**config.mk**
```make
export PLATFORM = sky130hd
export DESIGN_NAME = column_rr_arbiter
export DESIGN_NICKNAME = d
export VERILOG_FILES = /design/src/rtl/column_rr_arbiter.sv
export SDC_FILE = /design/constraint.sdc
export NUM_CORES = 1
export LEC_CHECK = 0
export CAP_MARGIN = 20
export CORE_MARGIN = 4
export CORE_UTILIZATION = 40
export CTS_CLUSTER_DIAMETER = 200
export DETAILED_ROUTE_END_ITERATION = 10
export PLACE_DENSITY_LB_ADDON = 0.1
export SLEW_MARGIN = 20
export SYNTH_ARGS = -nofsm -noshare
export SYNTH_HDL_FRONTEND = slang
export SYNTH_SLANG_ARGS = --single-unit
export TNS_END_PERCENT = 100
```
**constraint.sdc**
```tcl
create_clock -name clk_i -period 2.1 [get_ports clk_i]
set_input_delay 0.42 -clock clk_i [delete_from_list [all_inputs] [get_ports clk_i]]
set_output_delay 0.42 -clock clk_i [all_outputs]
set_load 0.03 [all_outputs]
```
**src/rtl/column_rr_arbiter.sv**
```systemverilog
// column_rr_arbiter
//
// Column-level arbiter that sits below the row arbiter. While the row is
// enabled, it grants the active column requests one at a time in ascending
// index order, one pass per row. Each grant is held until the requester
// acknowledges it or withdraws its request. When the pass has no unserved
// requests left, grp_release_o pulses so the parent can advance.
//
// Optional feature macro: COL_ARB_TIMEOUT_EN. When it is defined, a grant
// that waits TIMEOUT cycles without completion is forced to complete, and
// timeout_o pulses. When it is undefined, the timeout_o port does not exist.
//
// Ports:
//   clk_i          clock; all logic runs on its rising edge
//   reset_i        synchronous, active-high reset
//   enable_i       row selected; arbitration runs only while this is high
//   req_i          per-column request, level sensitive
//   ack_i          acknowledge of the current grant
//   gnt_o          one-hot registered grant
//   yadd_o         binary index of the granted column, 0 when idle
//   gnt_valid_o    high exactly when gnt_o is nonzero
//   grp_release_o  one-cycle pulse at the end of a pass
//   timeout_o      one-cycle pulse on a forced completion (macro builds only)
//
// state   | meaning
// --------+----------------------------------------------------------
// IDLE    | no pass in progress; mask is all ones
// ARB     | pick the lowest requesting column above the last grant
// GRANT   | grant held until ack, withdrawal or timeout
// RELEASE | pass finished; grp_release_o is high for this one cycle

module column_rr_arbiter #(
   parameter int Lvl_COLS    = 4,
   parameter int Lvl_COL_ADD = 2,
   parameter int TIMEOUT     = 8
) (
   input  logic                   clk_i,
   input  logic                   reset_i,
   input  logic                   enable_i,
   input  logic [Lvl_COLS-1:0]    req_i,
   input  logic                   ack_i,
   output logic [Lvl_COLS-1:0]    gnt_o,
   output logic [Lvl_COL_ADD-1:0] yadd_o,
   output logic                   gnt_valid_o,
   output logic                   grp_release_o
`ifdef COL_ARB_TIMEOUT_EN
   ,
   output logic                   timeout_o
`endif
);

   if (Lvl_COLS < 2 || (1 << Lvl_COL_ADD) < Lvl_COLS || TIMEOUT < 1) begin : g_param_check
      $error("column_rr_arbiter: illegal parameter combination");
   end

   typedef enum logic [1:0] {S_IDLE, S_ARB, S_GRANT, S_RELEASE} state_t;

   state_t                 state_q, state_nxt;
   logic [Lvl_COLS-1:0]    mask_q, mask_nxt;
   logic [Lvl_COLS-1:0]    gnt_q, gnt_nxt;
   logic [Lvl_COL_ADD-1:0] yadd_q, yadd_nxt;
   logic [Lvl_COLS-1:0]    masked, pick;
   logic [Lvl_COL_ADD-1:0] pick_idx;
   logic                   complete, done;

`ifdef COL_ARB_TIMEOUT_EN
   localparam int CNT_W = $clog2(TIMEOUT + 1);
   logic [CNT_W-1:0] cnt_q, cnt_nxt;
   logic             timeout_q, timeout_nxt;
   logic             forced;
`endif

   // The x & -x trick isolates the lowest set bit of the masked requests.
   assign masked = req_i & mask_q;
   assign pick   = masked & (~masked + Lvl_COLS'(1));

   always_comb begin
      pick_idx = '0;
      for (int b = 0; b < Lvl_COLS; b++) begin
         if (pick[b]) pick_idx = Lvl_COL_ADD'(b);
      end
   end

   // A request that drops while it is granted counts as an acknowledge.
   assign complete = ack_i | ~(|(req_i & gnt_q));

`ifdef COL_ARB_TIMEOUT_EN
   // Fire on the cycle the counter would reach TIMEOUT, so that the grant is
   // visible for exactly TIMEOUT cycles.
   assign forced = ~complete && (cnt_q == CNT_W'(TIMEOUT - 1));
   assign done   = complete | forced;
`else
   assign done   = complete;
`endif

   always_ff @(posedge clk_i) begin
      if (reset_i) begin
         state_q <= S_IDLE;
         mask_q  <= '1;
         gnt_q   <= '0;
         yadd_q  <= '0;
`ifdef COL_ARB_TIMEOUT_EN
         cnt_q     <= '0;
         timeout_q <= 1'b0;
`endif
      end else begin
         state_q <= state_nxt;
         mask_q  <= mask_nxt;
         gnt_q   <= gnt_nxt;
         yadd_q  <= yadd_nxt;
`ifdef COL_ARB_TIMEOUT_EN
         cnt_q     <= cnt_nxt;
         timeout_q <= timeout_nxt;
`endif
      end
   end

   always_comb begin
      state_nxt = state_q;
      mask_nxt  = mask_q;
      gnt_nxt   = gnt_q;
      yadd_nxt  = yadd_q;
`ifdef COL_ARB_TIMEOUT_EN
      cnt_nxt     = '0;
      timeout_nxt = 1'b0;
`endif
      if (!enable_i) begin
         // Dropping the row abandons the pass silently; no release pulse.
         state_nxt = S_IDLE;
         mask_nxt  = '1;
         gnt_nxt   = '0;
         yadd_nxt  = '0;
      end else begin
         unique case (state_q)
            S_IDLE: begin
               mask_nxt = '1;
               if (|req_i) state_nxt = S_ARB;
            end
            S_ARB: begin
               if (|masked) begin
                  gnt_nxt   = pick;
                  yadd_nxt  = pick_idx;
                  state_nxt = S_GRANT;
               end else begin
                  state_nxt = S_RELEASE;
               end
            end
            S_GRANT: begin
               if (done) begin
                  // Keep only the columns strictly above the one just served.
                  mask_nxt  = ~(gnt_q | (gnt_q - Lvl_COLS'(1)));
                  gnt_nxt   = '0;
                  yadd_nxt  = '0;
                  state_nxt = S_ARB;
`ifdef COL_ARB_TIMEOUT_EN
                  timeout_nxt = forced;
`endif
               end else begin
`ifdef COL_ARB_TIMEOUT_EN
                  cnt_nxt = cnt_q + CNT_W'(1);
`endif
               end
            end
            S_RELEASE: begin
               mask_nxt  = '1;
               state_nxt = S_IDLE;
            end
            default: state_nxt = S_IDLE;
         endcase
      end
   end

   always_comb begin
      gnt_o         = gnt_q;
      yadd_o        = yadd_q;
      gnt_valid_o   = |gnt_q;
      grp_release_o = (state_q == S_RELEASE);
`ifdef COL_ARB_TIMEOUT_EN
      timeout_o     = timeout_q;
`endif
   end

endmodule

```
==> impl_metrics.json <==
{
  "avgRoutedWirePerCell_um": 15.0,
  "maxCapViolCount": 0,
  "cts_tree": "yes",
  "syn_nets": 85,
  "start_kind": "flop",
  "fmax_mhz": 501,
  "insertedDiodeCount": 0,
  "ys_ff_latch": 12,
  "p_clk_share_pct": 37.6,
  "endpoint_kind": "primary output",
  "drt_first_pass_iters": 4,
  "cts_resized": 0,
  "synth_ff_type": "dfxtp_1",
  "worst_slew_pin_slew_ns": 0.320,
  "htreeDepth": 1,
  "fin_hold_ws_ns": 0.455,
  "grt_start_max_net_pins": 10,
  "power.share.sequential_pct": 47.6,
  "initial_core_util_pct": 43.5,
  "port_buffers": 15,
  "min_period_ns": 1.99,
  "drive_gt1_share_pct": 13.0,
  "clock_skew_ns": 0.00139,
  "ir_drop_mv": 0.335,
  "core_area_mm2": 0.00156,
  "p_comb_share_pct": 14.8,
  "antenna_found_initial": 0,
  "via_count": 638,
  "synth-edff-count": 0,
  "post_cts_buffers": 0,
  "grt.overflow.total": 0,
  "grt_use_total_pct": 14.1,
  "ys_seq_area_share_pct": 35.4,
  "power_density_mw_per_mm2": 552,
  "ant_nets": 0,
  "hold_viol_final": 0,
  "max-slew-margin-rel_pct": 78.6,
  "hold_buffers": 0,
  "path_clk_slew_ns": 0.08,
  "drtIter0Drc": 17,
  "worstHoldPathType": "reg2reg",
  "slew_viol_final": 0,
  "die_height_um": 49.2,
  "yosysUniqueCellTypes": 31,
  "avgViaCountPerCell": 5.91,
  "seqCellArea_um2": 240,
  "fillers": 136,
  "multi_input_area_um2": 423,
  "ios": 16,
  "clockBufferDepth": 2,
  "area.growth.synth_to_final_pct": 31.5,
  "insertion_delay_ns": 0.27,
  "switchingPower_mw": 0.120,
  "leakage_nw": 0.349,
  "cp.required_ns": 1.68,
  "fp.dieW_um": 49.2,
  "cts_made_buffers": 3,
  "tns_ns": 0,
  "synth-async-reset-ratio_pct": 0,
  "setup_viol": 0,
  "rsz0062_at_grt": "no",
  "syn_inst": 72,
  "wl_mm": 1.62,
  "mostFrequentLayoutCells": "clkdlybuf4s50_1 (15), dfxtp_1 (12), nor2_1 (5), ha_1 (5)",
  "switching_share_pct": 24.5,
  "status": "complete, no violations",
  "path_class": "reg2out",
  "grt_pass1_wl_mm": 2.59,
  "num_rows": 14,
  "syn_area_per_cell_um2": 9.42,
  "path_max_fanout": 5,
  "crit_arrival_ns": 1.57,
  "place.gp.congestion": 0.827,
  "power.internal_mw": 0.372,
  "post_synth_instance_area_um2": 678,
  "cts_root_buf": "clkbuf_4",
  "ys.warnings.count": 0,
  "final_common_cell": "clkdlybuf4s50_1",
  "cts.sinks": 12,
  "hpwl_mm": 1.27,
  "die_area_mm2": 0.00242,
  "nets": 106,
  "drc": 0,
  "post-route-period-util_pct": 95.0,
  "grt_pass1_vias": 531,
  "rrSetupSlack_ns": 0.42
}
[per-stage QoR]
step           cell area, um2  total power, mW  std cells  setup slack, ns  util [%]
4_1_cts                   892            0.500        108           0.0961      57.2
6_report                  892            0.492        108            0.106      57.2
2_1_floorplan             678            0.280         72            0.460         -
3_5_place_dp              856            0.312        104           0.0692      54.9
3_3_place_gp              856            0.311        104           0.0843      54.9
5_1_grt                   892            0.520        108           0.0313      57.2
[cells by family (layout without fill, tap and decap cells)]
family / count (synthesis) / count (layout) / share of synthesized area [%]
buffers and inverters: 4 / 24 / 2.21
and+or+nand+nor: 28 / 28 / 22.9
AOI/OAI and AO/OA: 23 / 23 / 30.3
DFF: 12 / 12 / 35.4
adders and majority gates: 5 / 5 / 9.23
[final cells by class]
class,count,share of cell area [%]
Sequential cell,12,26.9
Timing Repair Buffer,16,17.7
Inverter,4,1.68
Tap cell,16,2.24
Clock buffer,4,4.07
Multi-Input combinational cell,56,47.4
[cell usage after synthesis, types with 3 or more instances]
master	n	share of area, %
a21oi_1	4	3.0
dfxtp_1	12	35
ha_1	5	9.2
inv_1	4	2.2
nand2_1	4	2.2
nand2b_1	4	3.7
nor2_1	5	2.8
nor3_1	3	2.2
o2bb2ai_1	4	5.2
[layer usage]
layer | wire length [um] | GRT usage, % | part of all wire, % | vias to the layer above
met2 | 716 | 19.9 | 44 | 25
li1 | - | - | - | 312
met4 | 0 | 2.84 | 0 | 0
met1 | 803 | 20.1 | 50 | 301
met5 | 0 | 0 | 0 | -
met3 | 100 | 5.50 | 6.2 | 0
[state kept, by name, indices dropped and copies added (netlist names)]
name / flops
gnt_o: 4
mask_q: 4
state_q: 2
yadd_o: 2
[worst max-delay path, stage by stage (launching register included)]
cell	delay [ns]
dfxtp_1	0.42
ha_1	0.21
clkdlybuf4s50_1	0.68
[power by group through the flow]
stage / logic, mW / clock network (mW) / registers, mW
after floorplan: 0.0387 / 0 / 0.242
after global placement: 0.0713 / 0 / 0.240
after detailed placement: 0.0717 / 0 / 0.240
after CTS: 0.0722 / 0.193 / 0.235
after global routing: 0.0789 / 0.206 / 0.235
final: 0.0727 / 0.185 / 0.235
[final timing paths]
path | depth (start not counted) | endpoint | from
max | 2 | grp_release_o | state_q[0]
min | 1 | yadd_o[0] | yadd_o[0]
max reg2reg | 6 | mask_q[3] | state_q[0]
min reg2reg | 1 | yadd_o[0] | yadd_o[0]
Power figures use the tool's default switching activity.
